[config.mk]
export PLATFORM = sky130hd
export DESIGN_NAME = id_pipe_ctrl
export DESIGN_NICKNAME = d
export VERILOG_FILES = /design/src/rtl/riscv_pipe_pkg.sv /design/src/rtl/id_hazard_detect.sv /design/src/rtl/id_pipe_ctrl.sv
export SDC_FILE = /design/constraint.sdc
export NUM_CORES = 1
export LEC_CHECK = 0
export CORE_MARGIN = 4
export CORE_UTILIZATION = 43
export DETAILED_ROUTE_END_ITERATION = 6
export PLACE_DENSITY = 0.81
export SLEW_MARGIN = 20
export SYNTH_ARGS = -nofsm -noshare
export SYNTH_HDL_FRONTEND = slang
export SYNTH_SLANG_ARGS = --single-unit
[constraint.sdc]
create_clock -name clk -period 1.7 [get_ports clk]
set_clock_uncertainty 0.1 [all_clocks]
set_input_delay 0.255 -clock clk [delete_from_list [all_inputs] [get_ports clk]]
set_output_delay 0.255 -clock clk [all_outputs]
set_load 0.05 [all_outputs]
[src/rtl/riscv_pipe_pkg.sv]
// ============================================================================
// Module : riscv_pipe_pkg
// Brief  : Shared encodings for the RV32I pipeline sequencer (states, PC select, jump codes).
// Rev    : 1.0  initial release
// ============================================================================
`default_nettype none

package riscv_pipe_pkg;

  // Sequencer state codes
  localparam logic [1:0] ST_INIT     = 2'd0;
  localparam logic [1:0] ST_RUN      = 2'd1;
  localparam logic [1:0] ST_MEM_WAIT = 2'd2;

  // PC source select
  localparam logic [1:0] PC_SEL_PC4 = 2'b00;
  localparam logic [1:0] PC_SEL_JAL = 2'b01;
  localparam logic [1:0] PC_SEL_EX  = 2'b10;

  // Jump code of the instruction in ID
  localparam logic [1:0] JUMP_NONE = 2'b00;
  localparam logic [1:0] JUMP_JAL  = 2'b01;
  localparam logic [1:0] JUMP_JALR = 2'b10;

endpackage

`default_nettype wire

[src/rtl/id_hazard_detect.sv]
// ============================================================================
// Module : id_hazard_detect
// Brief  : Combinational load-use hazard compare between the EX load and the ID sources.
// Rev    : 1.0  initial release
// ============================================================================
`default_nettype none

module id_hazard_detect (
  input  logic       ex_mem_read_i,
  input  logic [4:0] ex_rd_i,
  input  logic [4:0] id_rs1_i,
  input  logic [4:0] id_rs2_i,
  input  logic       id_use_rs1_i,
  input  logic       id_use_rs2_i,
  output logic       load_use_o
);

  // x0 is never a real producer, so a load targeting it cannot create a hazard
  always_comb begin
    load_use_o = ex_mem_read_i && (ex_rd_i != 5'd0) &&
                 ((id_use_rs1_i && (id_rs1_i == ex_rd_i)) ||
                  (id_use_rs2_i && (id_rs2_i == ex_rd_i)));
  end

endmodule

`default_nettype wire

[src/rtl/id_pipe_ctrl.sv]
// ============================================================================
// Module : id_pipe_ctrl
// Brief  : Pipeline sequencer beside ID: PC update, stage enables/flushes, purge and perf counters.
// Rev    : 1.0  initial release
// ============================================================================
`default_nettype none

module id_pipe_ctrl
  import riscv_pipe_pkg::*;
#(
  parameter int INIT_CYCLES = 4,
  parameter int MEM_TIMEOUT = 64,
  parameter int CNT_W       = 16
) (
  input  logic             clk,
  input  logic             reset,
  input  logic [4:0]       id_rs1,
  input  logic [4:0]       id_rs2,
  input  logic             id_use_rs1,
  input  logic             id_use_rs2,
  input  logic [1:0]       id_jump,
  input  logic [4:0]       ex_rd,
  input  logic             ex_mem_read,
  input  logic             ex_redirect,
  input  logic             mem_req,
  input  logic             dmem_ready,
  output logic             pc_write,
  output logic [1:0]       pc_sel,
  output logic             if_id_write,
  output logic             if_id_flush,
  output logic             id_ex_write,
  output logic             id_ex_flush,
  output logic             ex_mem_write,
  output logic             mem_wb_write,
  output logic             init_busy,
  output logic             mem_timeout_err,
  output logic [CNT_W-1:0] stall_cnt,
  output logic [CNT_W-1:0] flush_cnt
);

  localparam int                INIT_W    = (INIT_CYCLES > 1) ? $clog2(INIT_CYCLES) : 1;
  localparam int                WAIT_W    = $clog2(MEM_TIMEOUT + 1);
  localparam logic [INIT_W-1:0] INIT_LOAD = INIT_W'(INIT_CYCLES - 1);
  localparam logic [WAIT_W-1:0] WAIT_MAX  = WAIT_W'(MEM_TIMEOUT);
  localparam logic [CNT_W-1:0]  CNT_MAX   = '1;

  logic [1:0]        state_q, state_d;
  logic [INIT_W-1:0] init_cnt_q, init_cnt_d;
  logic [WAIT_W-1:0] wait_cnt_q, wait_cnt_d;
  logic              err_q, err_d;
  logic [CNT_W-1:0]  stall_cnt_q, stall_cnt_d;
  logic [CNT_W-1:0]  flush_cnt_q, flush_cnt_d;
  logic              load_use;
  logic              freeze;
  logic              stall_inc;
  logic              flush_inc;

  id_hazard_detect u_hazard (
    .ex_mem_read_i (ex_mem_read),
    .ex_rd_i       (ex_rd),
    .id_rs1_i      (id_rs1),
    .id_rs2_i      (id_rs2),
    .id_use_rs1_i  (id_use_rs1),
    .id_use_rs2_i  (id_use_rs2),
    .load_use_o    (load_use)
  );

  assign freeze = mem_req && !dmem_ready;

  always_comb begin
    state_d      = state_q;
    init_cnt_d   = init_cnt_q;
    wait_cnt_d   = wait_cnt_q;
    err_d        = err_q;
    stall_inc    = 1'b0;
    flush_inc    = 1'b0;
    pc_write     = 1'b0;
    pc_sel       = PC_SEL_PC4;
    if_id_write  = 1'b0;
    if_id_flush  = 1'b0;
    id_ex_write  = 1'b0;
    id_ex_flush  = 1'b0;
    ex_mem_write = 1'b0;
    mem_wb_write = 1'b0;
    init_busy    = 1'b0;

    if (state_q == ST_INIT) begin
      if_id_flush = 1'b1;
      id_ex_flush = 1'b1;
      init_busy   = 1'b1;
      if (init_cnt_q == '0) begin
        state_d = ST_RUN;
      end else begin
        init_cnt_d = init_cnt_q - 1'b1;
      end
    end else if (freeze) begin
      // Whole pipe holds; the wait counter parks at the limit once the error is flagged
      stall_inc = 1'b1;
      state_d   = ST_MEM_WAIT;
      if (wait_cnt_q != WAIT_MAX) begin
        wait_cnt_d = wait_cnt_q + 1'b1;
      end
      if (wait_cnt_d == WAIT_MAX) begin
        err_d = 1'b1;
      end
    end else begin
      state_d      = ST_RUN;
      wait_cnt_d   = '0;
      pc_write     = 1'b1;
      if_id_write  = 1'b1;
      id_ex_write  = 1'b1;
      ex_mem_write = 1'b1;
      mem_wb_write = 1'b1;
      if (ex_redirect) begin
        pc_sel      = PC_SEL_EX;
        if_id_flush = 1'b1;
        id_ex_flush = 1'b1;
        flush_inc   = 1'b1;
      end else if (load_use) begin
        pc_write    = 1'b0;
        if_id_write = 1'b0;
        id_ex_flush = 1'b1;
        stall_inc   = 1'b1;
      end else if (id_jump == JUMP_JAL) begin
        pc_sel      = PC_SEL_JAL;
        if_id_flush = 1'b1;
        flush_inc   = 1'b1;
      end
    end

    stall_cnt_d = (stall_inc && (stall_cnt_q != CNT_MAX)) ? stall_cnt_q + 1'b1 : stall_cnt_q;
    flush_cnt_d = (flush_inc && (flush_cnt_q != CNT_MAX)) ? flush_cnt_q + 1'b1 : flush_cnt_q;
  end

  always_ff @(posedge clk or posedge reset) begin
    if (reset) begin
      state_q     <= ST_INIT;
      init_cnt_q  <= INIT_LOAD;
      wait_cnt_q  <= '0;
      err_q       <= 1'b0;
      stall_cnt_q <= '0;
      flush_cnt_q <= '0;
    end else begin
      state_q     <= state_d;
      init_cnt_q  <= init_cnt_d;
      wait_cnt_q  <= wait_cnt_d;
      err_q       <= err_d;
      stall_cnt_q <= stall_cnt_d;
      flush_cnt_q <= flush_cnt_d;
    end
  end

  assign mem_timeout_err = err_q;
  assign stall_cnt       = stall_cnt_q;
  assign flush_cnt       = flush_cnt_q;

endmodule

`default_nettype wire

* Word-level counts from Yosys, hierarchy flattened
Cells that the tools add are included.
Word-level totals: input bits 25, flip-flop bits (word level) 44, output and inout bits 43
Cells by class: eq/ne operators 8, bitwise operators 2, reduce and logical (&&, ||, !) cells 14, muxes and demuxes 32, add/subtract/negate cells 4
Operators with widths (number):
- $add A16 B1 Y16 const B | 2
- $ne A16 B16 Y1 const B | 2
- $mux W7 | 4
- $mux W1 | 22
- $mux W2 | 6
- $eq A5 B5 Y1 | 2
- $add A7 B1 Y7 const B | 1
- $eq A7 B7 Y1 const B | 1
- $logic_and A1 B1 Y1 | 7
- $ne A7 B7 Y1 const B | 1
- $reduce_bool A5 Y1 | 1
- $logic_not A2 Y1 | 2
- $reduce_and A3 Y1 | 1
- $eq A2 B1 Y1 const B | 1
- $ne A2 B1 Y1 const B | 1
- $not A1 Y1 | 2
- $reduce_and A2 Y1 | 1
- $sub A2 B1 Y2 const B | 1
- $logic_not A1 Y1 | 1
- $logic_or A1 B1 Y1 | 1

* Longest topological paths before layout
Gate-level depths: netlist (run 1).
word-level depth 9, gate-level depth with buffers 10, gate-level depth less buffers 8

* Cells and area by module
A second synthesis (run 1) with hierarchy kept.
Second synthesis, totals: cell total of the unflattened synthesis 253, area total of the unflattened synthesis 2732.6 µm²
By module, submodules not included:
- id_pipe_ctrl | area an instance 2598.7 µm², times used 1, cells an instance 236
- id_hazard_detect | area an instance 133.9 µm², times used 1, cells an instance 17

* Worst setup path before layout (run 1)
No wires, ideal clock.
path kind register -> output, start point reg state_q[0], end point out pc_write, stages on the path, launching flop included 7, arrival time 3.193 ns, path buffers 2, slack -1.848 ns, cells stage by stage dfrtp_1 -> or2_2 -> buf_2 -> inv_2 -> nor2_1 -> a21boi_0 -> buf_4
Between the ends: longest elaborated chain between the ends 2
Ends and longest elaborated chain:
- start: declaration | RTL line id_pipe_ctrl.sv:47 | logic [1:0] state_q, state_d;
- start signal: assignment | RTL line id_pipe_ctrl.sv:144 | state_q <= state_d;
- $logic_not A2 Y1 | RTL line id_pipe_ctrl.sv:87 | if (state_q == ST_INIT) begin
- $mux W1
- end: declaration | RTL line id_pipe_ctrl.sv:27 | output logic pc_write,
No other way between the ends.

* Worst setup path after layout (run 1)
start point in ex_rd[3], end point reg flush_cnt_q[11] (netlist: flush_cnt[11])
Between the ends: longest elaborated chain between the ends 9, elaborated cells on any way between the ends 13
Ends and longest elaborated chain:
- start: declaration | RTL line id_pipe_ctrl.sv:22 | input logic [4:0] ex_rd,
- $eq A5 B5 Y1 (on tied branches) | RTL line id_hazard_detect.sv:21, id_hazard_detect.sv:22
- $logic_and A1 B1 Y1 (on tied branches) | RTL line id_hazard_detect.sv:21, id_hazard_detect.sv:22
- $logic_or A1 B1 Y1 | RTL line id_hazard_detect.sv:21 | ((id_use_rs1_i && (id_rs1_i == ex_rd_i)) ||
- $logic_and A1 B1 Y1 * | RTL line id_hazard_detect.sv:20 | load_use_o = ex_mem_read_i && (ex_rd_i != 5'd0) &&
- $mux W1 * | RTL line id_pipe_ctrl.sv:119 | end else if (load_use) begin
- $mux W1 * | RTL line id_pipe_ctrl.sv:114 | if (ex_redirect) begin
- $mux W1 * | RTL line id_pipe_ctrl.sv:96 | end else if (freeze) begin
- $mux W1 * | RTL line id_pipe_ctrl.sv:87
- $logic_and A1 B1 Y1 * | RTL line id_pipe_ctrl.sv:132 | flush_cnt_d = (flush_inc && (flush_cnt_q != CNT_MAX)) ? flush_cnt_q + 1'b1 : flush_cnt_q;
- end signal: assignment | RTL line id_pipe_ctrl.sv:149 | flush_cnt_q <= flush_cnt_d;
- end: declaration | RTL line id_pipe_ctrl.sv:52 | logic [CNT_W-1:0] flush_cnt_q, flush_cnt_d;
Mark *: on every way between the ends. The rest lies on a longest branch, timed or not. A chain may end at the register's enable or synchronous reset.

==> results of run 1 <==
-- critical path, delay by kind of cell --
kind	cells	cell delay, ns
and+or+nand+nor	2	0.67
AOI/OAI and AO/OA	3	0.65
buffers and inverters	3	0.37
xor gates and xnor gates	1	0.27
-- cells by family after synthesis --
family	after synthesis
adder cells (fa/ha/maj)	5
multiplexers	4
AO/OA/AOI/OAI	27
flip-flops	44
AND/OR/NAND/NOR	96
buffers and inverters	15
XOR/XNOR	41
-- layer usage --
| layer | GRT usage (%) | vias up | wire [um] |
|---|---|---|---|
| met5 | 0 | - | 0 |
| li1 | - | 1122 | - |
| met2 | 40.31 | 78 | 3988 |
| met1 | 25.92 | 1138 | 2925 |
| met3 | 3.838 | 17 | 430 |
| met4 | 5.814 | 0 | 164 |
-- flip-flops by register name (all words and copies together) (netlist names) --
signal           count
mem_timeout_err      1
flush_cnt           16
wait_cnt_q           7
init_cnt_q           2
stall_cnt           16
state_q              2
-- power breakdown --
group | switching, mW | total, mW | internal (mW)
combinational | 1.16 | 2.04 | 0.885
clock | 0.360 | 0.647 | 0.287
sequential | 0.0825 | 1.30 | 1.21
-- repair_timing --
item                                    4_1_cts  5_1_grt
hold endpoints to repair                      0        0
endpoints found under the setup margin       43       47
cloned                                        2        0
pin swaps                                    45       42
buffers inserted                             14       14
gates resized for setup                      64       41
-- layout by cell type, fill, tap and decap left out, types with 5 or more instances in the layout --
cell type / n
and3_1: 5
buf_12: 15
buf_4: 95
buf_6: 19
clkbuf_8: 5
clkdlybuf4s50_1: 7
dfrtp_1: 25
dfrtp_2: 17
dlygate4sd2_1: 6
inv_1: 6
nand2_1: 15
nand3_1: 6
nand3_2: 6
nand4_1: 15
nor2_1: 10
o21ai_0: 8
xnor2_1: 28
xnor2_2: 10
-- through the flow --
step | TNS [ns] | instance area, sq um | worst slack [ns] | hold WS (ns)
2_1_floorplan | -9.721 | 2532 | -0.4023 | 0.3597
3_3_place_gp | -26.98 | 3725 | -0.7991 | 0.3634
5_1_grt | -12.62 | 4320 | -0.5094 | 0.2104
6_report | -10.54 | 4320 | -0.4104 | 0.1957
4_1_cts | -4.604 | 4068 | -0.3598 | 0.2014
3_5_place_dp | -28.88 | 3725 | -0.8743 | 0.3615
-- worst paths after layout --
| check | depth (start not counted) | endpoint | from | slack (ns) |
|---|---|---|---|---|
| max | 9 | flush_cnt[11]$_DFFE_PP0P_ | ex_rd[3] | -0.41 |
| max reg2reg | 7 | flush_cnt[11]$_DFFE_PP0P_ | flush_cnt[4]$_DFFE_PP0P_ | -0.27 |
| min reg2reg | 1 | mem_timeout_err$_DFFE_PP0P_ | mem_timeout_err$_DFFE_PP0P_ | 0.38 |
| min | 3 | stall_cnt[14]$_DFFE_PP0P_ | reset | 0.20 |
| min in group clk | 1 | mem_timeout_err$_DFFE_PP0P_ | mem_timeout_err$_DFFE_PP0P_ | 0.38 |
| max in group asynchronous | 3 | init_cnt_q[1]$_DFFE_PP1P_ | reset | 1.04 |
-- layout make-up --
cell class,count,area [sq um],share of cell area (%)
multi-input cells,174,1515,35.07
repair buffers,154,1463,33.85
flip-flops and latches,44,1125,26.04
well taps,70,87.58,2.027
clock buffers,5,68.82,1.593
inverters,8,42.54,0.9847
clock inverters,3,18.77,0.4344
==> flow_summary_export.csv, run 1 <==
group,metric,value,unit
placed_design,io_buffer_count,67,
timing,slew_viol_final,0,
synthesis,yosys.cell_types.count,44,
global_route,gr-total-overflow,0,
layout,fillers,280,
setup_path,cp_data_arrival_time,2.20,ns
timing,worst_slack,-0.4104,ns
synthesis,ys_seq_area_share,46.79,%
power,leakage,2.032,nW
clocking,htree_levels,2,
routing,ant_nets,0,
routing,wl_per_cell,16.39,um
run_status,status,"finished, violations left",
synthesis,yosys.area_share.simple,21.59,%
setup_path,critPathMaxStageDelay,0.51,ns
timing,finalSetupViolCount,41,
synthesis,yosys.area_share.xor_xnor,15.23,%
flow_run,cap_violations,0,
power,pwr_density_cell,922.7,nW/um^2
synthesis,synthTopCellsByCount,"42 x dfrtp_1, 38 x xnor2_1, 23 x nand2_1",
clocking,clk_pin_slew,0.08,ns
synthesis,syn_area,2359,sq um
global_route,antenna_found_initial,0,
routing,drt_iter0_drc,111,
timing,fin_crit,2.110,ns
synthesis,synth_edf_count,0,
placed_design,dpl.hpwl,4.659,mm
global_route,grt_pass1_vias,2421,
setup_path,cp_max_fo,6,
routing,via_per_inst,5.142,
synthesis,synth-compound-area-share,8.223,%
setup_path,start_kind,"input pin",
layout,antenna_cells,0,
timing,worst_pin_slew,0.4773,ns
floorplanning,fp.dieW,82.06,um
placed_design,post-place-cells,422,
synthesis,syn_inst,232,
global_route,grt_use_total,21.85,%
floorplanning,rows,26,
clocking,clkLatencyLatePin,0.30,ns
synthesis,synthMuxAreaShare,1.804,%
setup_path,crit_path_frequent_cell,"buf_6",
synthesis,synth_top_area_share,44.56,%
timing,slew_headroom,68.06,%
hold_path,hp-class,"in -> async",
run_status,failed_checks,"negative setup slack",
power,total_power,3.986,mW
power,vdd_drop_max,1.225,mV
setup_path,crit_type,"in -> reg",
clocking,cts_buffers,5,
routing,drc,0,
timing,rsz0062_at_grt,"true",
synthesis,synthTopCellsByArea,"dfrtp_1 45%, xnor2_1 14%, nand4_1 4.0%",
synthesis,avgSynthCellArea,10.17,sq um
synthesis,async_flop_share,100.0,%
layout,final_util,83.00,%
routing,firstDrtPassIters,4,
clocking,cts_root_buf,"clkbuf_8",
synthesis,synth_fa_ha_area_share,2.653,%
synthesis,synth_fp_nets,262,
global_route,grt_pass1_wl,11.21,mm
timing,final_hold_viol_count,0,
setup_path,required,1.79,ns
routing,routed_wirelength,7.508,mm
clocking,clockBufferDepth,2,
floorplanning,die_y,82.06,um
global_route,grt_max_degree,45,
floorplanning,core,5205,sq um
floorplanning,die-area,6734,sq um
setup_path,slowest_stage,"or4_4",
timing,fmax,473.8,MHz
layout,final_layout_size_suffix_gt1_share,57.99,%
routing,vias,2355,
clocking,cts.sinks,44,
layout,fin_nets,417,
setup_path,worstPathCellList,"buf_6 > or4_4 > o21a_1 > buf_4 > buf_6 > a21oi_4 > o21a_4 > nand4_1 > xnor2_1",
layout,fin_cells,458,
synthesis,yosys.area.top_type,"dfrtp_1",
placed_design,gp_congestion,0.8638,
setup_path,endpoint_kind,"flop",
floorplanning,start_util,45.31,%
synthesis,synth_ff_type,"dfrtp_1",
timing,min_period_over_period,124.1,%
layout,area_growth,83.18,%
clocking,cts_tree,"done",
synthesis,synth-seq-cells,44,
clocking,cts_hold_buffers,0,
floorplanning,io_pins,68,
synthesis,synth_top_family_by_area,"simple AND/OR/NAND/NOR gates",
synthesis,yosys_warnings,0,
synthesis,yosysMostFrequentCell,"dfrtp_1",
Note: power is estimated with default switching activity, not from simulation.
==> inputs of run 2 (changes only) <==
--- a/config.mk
+++ b/config.mk
@@ -8,7 +8,8 @@
 export CORE_MARGIN = 4
 export CORE_UTILIZATION = 43
 export DETAILED_ROUTE_END_ITERATION = 6
-export PLACE_DENSITY = 0.81
+export GPL_TIMING_DRIVEN = 0
+export PLACE_DENSITY = 0.8
 export SLEW_MARGIN = 20
 export SYNTH_ARGS = -nofsm -noshare
 export SYNTH_HDL_FRONTEND = slang
==> run 2 against run 1 <==
  * The flow still finishes with violations (negative setup slack)
  * Register-to-register slack worse by 0.03 ns
  * Die area is the same
  * Non-clock buffer count decreased by 29
  * Via count down 4.7%
  * Cell count shrank 6.6%
  * Clock-buffer cell count is 3 higher
  * Critical path type is now in -> out
  * Highest routed layer unchanged
==> flow_summary_export.csv, run 2 (synthesized netlist as in run 1, its figures left out) <==
group,metric,value,unit
run_status,status,"finished, violations left",
run_status,failed_checks,"negative setup slack",
routing,routed_wirelength,6.852,mm
placed_design,post-place-cells,370,
floorplanning,die_y,82.06,um
placed_design,gp_congestion,0.8974,
clocking,clockBufferDepth,2,
timing,finalSetupViolCount,41,
global_route,grt_pass1_vias,2329,
timing,worst_pin_slew,0.5700,ns
routing,drt_iter0_drc,123,
routing,firstDrtPassIters,4,
setup_path,crit_type,"in -> out",
clocking,cts_buffers,5,
clocking,cts.sinks,44,
routing,vias,2245,
timing,fmax,491.5,MHz
timing,fin_crit,2.035,ns
global_route,grt_pass1_wl,11.06,mm
power,total_power,3.798,mW
clocking,cts_root_buf,"clkbuf_8",
setup_path,cp_data_arrival_time,1.68,ns
flow_run,cap_violations,0,
floorplanning,io_pins,68,
timing,slew_viol_final,0,
clocking,clk_pin_slew,0.08,ns
layout,final_layout_size_suffix_gt1_share,45.81,%
floorplanning,die-area,6734,sq um
timing,min_period_over_period,119.7,%
power,switchingPower,1.538,mW
clocking,clkLatencyLatePin,0.29,ns
setup_path,cp_max_fo,4,
setup_path,endpoint_kind,"output pin",
timing,rsz0062_at_grt,"true",
setup_path,reg2reg_depth,9,
setup_path,r2r-start,"state_q[1]$_DFFE_PP0N_",
placed_design,dpl.hpwl,4.058,mm
floorplanning,core,5205,sq um
timing,slew_headroom,62.00,%
routing,via_per_inst,5.245,
routing,wl_per_cell,16.01,um
layout,area_growth,69.92,%
layout,antenna_cells,0,
power,leakage,1.880,nW
setup_path,rr_endpoint,"flush_cnt[15]$_DFFE_PP0P_",
setup_path,ff2ff_setup_slack,-0.30,ns
placed_design,io_buffer_count,67,
hold_path,hp-class,"in -> async",
layout,fin_cells,428,
clocking,htree_levels,2,
power,pwr_density_cell,947.7,nW/um^2
layout,final_cell_mix,"39 x buf_4, 33 x dlygate4sd2_1, 31 x xnor2_1",
power,p_sw_share,40.50,%
power,vdd_drop_max,1.258,mV
global_route,gr-total-overflow,0,
power,sequentialPowerShare,36.7,%
power,p_int,2.260,mW
power,p_clk_share,17.7,%
global_route,grt_use_total,21.13,%
global_route,grt_max_degree,35,
setup_path,start_kind,"input pin",
routing,drc,0,
layout,final_util,77.00,%
routing,ant_nets,0,
layout,mostFrequentLayoutCell,"buf_4",
timing,worst_slack,-0.3346,ns
clocking,cts_hold_buffers,0,
floorplanning,fp.dieW,82.06,um
timing,final_hold_viol_count,0,
global_route,antenna_found_initial,0,
placed_design,place_ws,-1.496,ns
power,combinationalPowerShare,45.6,%
clocking,cts_tree,"done",
timing,setup_tns,-7.607,ns
floorplanning,rows,26,
floorplanning,start_util,45.31,%
setup_path,required,1.34,ns
layout,fin_nets,387,
==> run 2: area by class of cell <==
class	count	area, sq um
inverters	8	42.54
well taps	70	87.58
multi-input cells	173	1509
clock buffers	8	90.09
plain buffers	6	63.81
flip-flops and latches	44	1126
repair buffers	119	1089
fillers	345	1197
==> run 2: metal layers <==
layer	vias up	wire length (um)	part of all wire, %	global-route usage (%)
met5	-	0	0	0
met4	0	112	1.6	5.150
met3	14	287	4.2	3.947
met2	64	3716	54	37.88
met1	1109	2735	40	26.08
li1	1058	-	-	-
==> run 2: through the flow <==
stage          hold WS, ns  cell area (sq um)
5_1_grt             0.1162               4008
6_report            0.1028               4008
3_3_place_gp        0.3626               3291
3_5_place_dp        0.3624               3311
2_1_floorplan       0.3597               2532
4_1_cts             0.1026               3811
==> run 2: worst max path at each step <==
stage             start          end  slack [ns]  cells past startpoint
2_1_floorplan  ex_rd[0]     pc_write       -0.40                      5
3_3_place_gp   ex_rd[0]  if_id_flush       -1.47                      8
3_5_place_dp   ex_rd[0]  if_id_flush       -1.50                      8
4_1_cts        ex_rd[4]  if_id_flush       -0.39                      8
5_1_grt        ex_rd[4]  if_id_flush       -0.38                      8
6_report       ex_rd[4]  if_id_flush       -0.33                      8
==> run 2: timing repair <==
action                                  in CTS  in global routing
pin swaps                                   49                 35
buffers inserted                            34                 18
endpoints found under the setup margin      79                 53
cloned                                       2                  0
resized for setup                          170                 49
==> run 2: power by group through the flow <==
stage	clock (mW)	combinational [mW]	sequential [mW]
after CTS	0.685	1.57	1.39
after global routing	0.725	1.83	1.43
after detailed placement	0	1.40	1.42
final	0.670	1.73	1.39
after global placement	0	1.38	1.42
after floorplan	0	0.457	1.88
==> run 2: critical path, cell delays in order <==
cell and delay (ns):
buf_8 0.09, or4_4 0.51, o21a_1 0.19, and2_4 0.16, nor3b_2 0.16, o21ai_1 0.08
nand2_2 0.08, buf_8 0.14
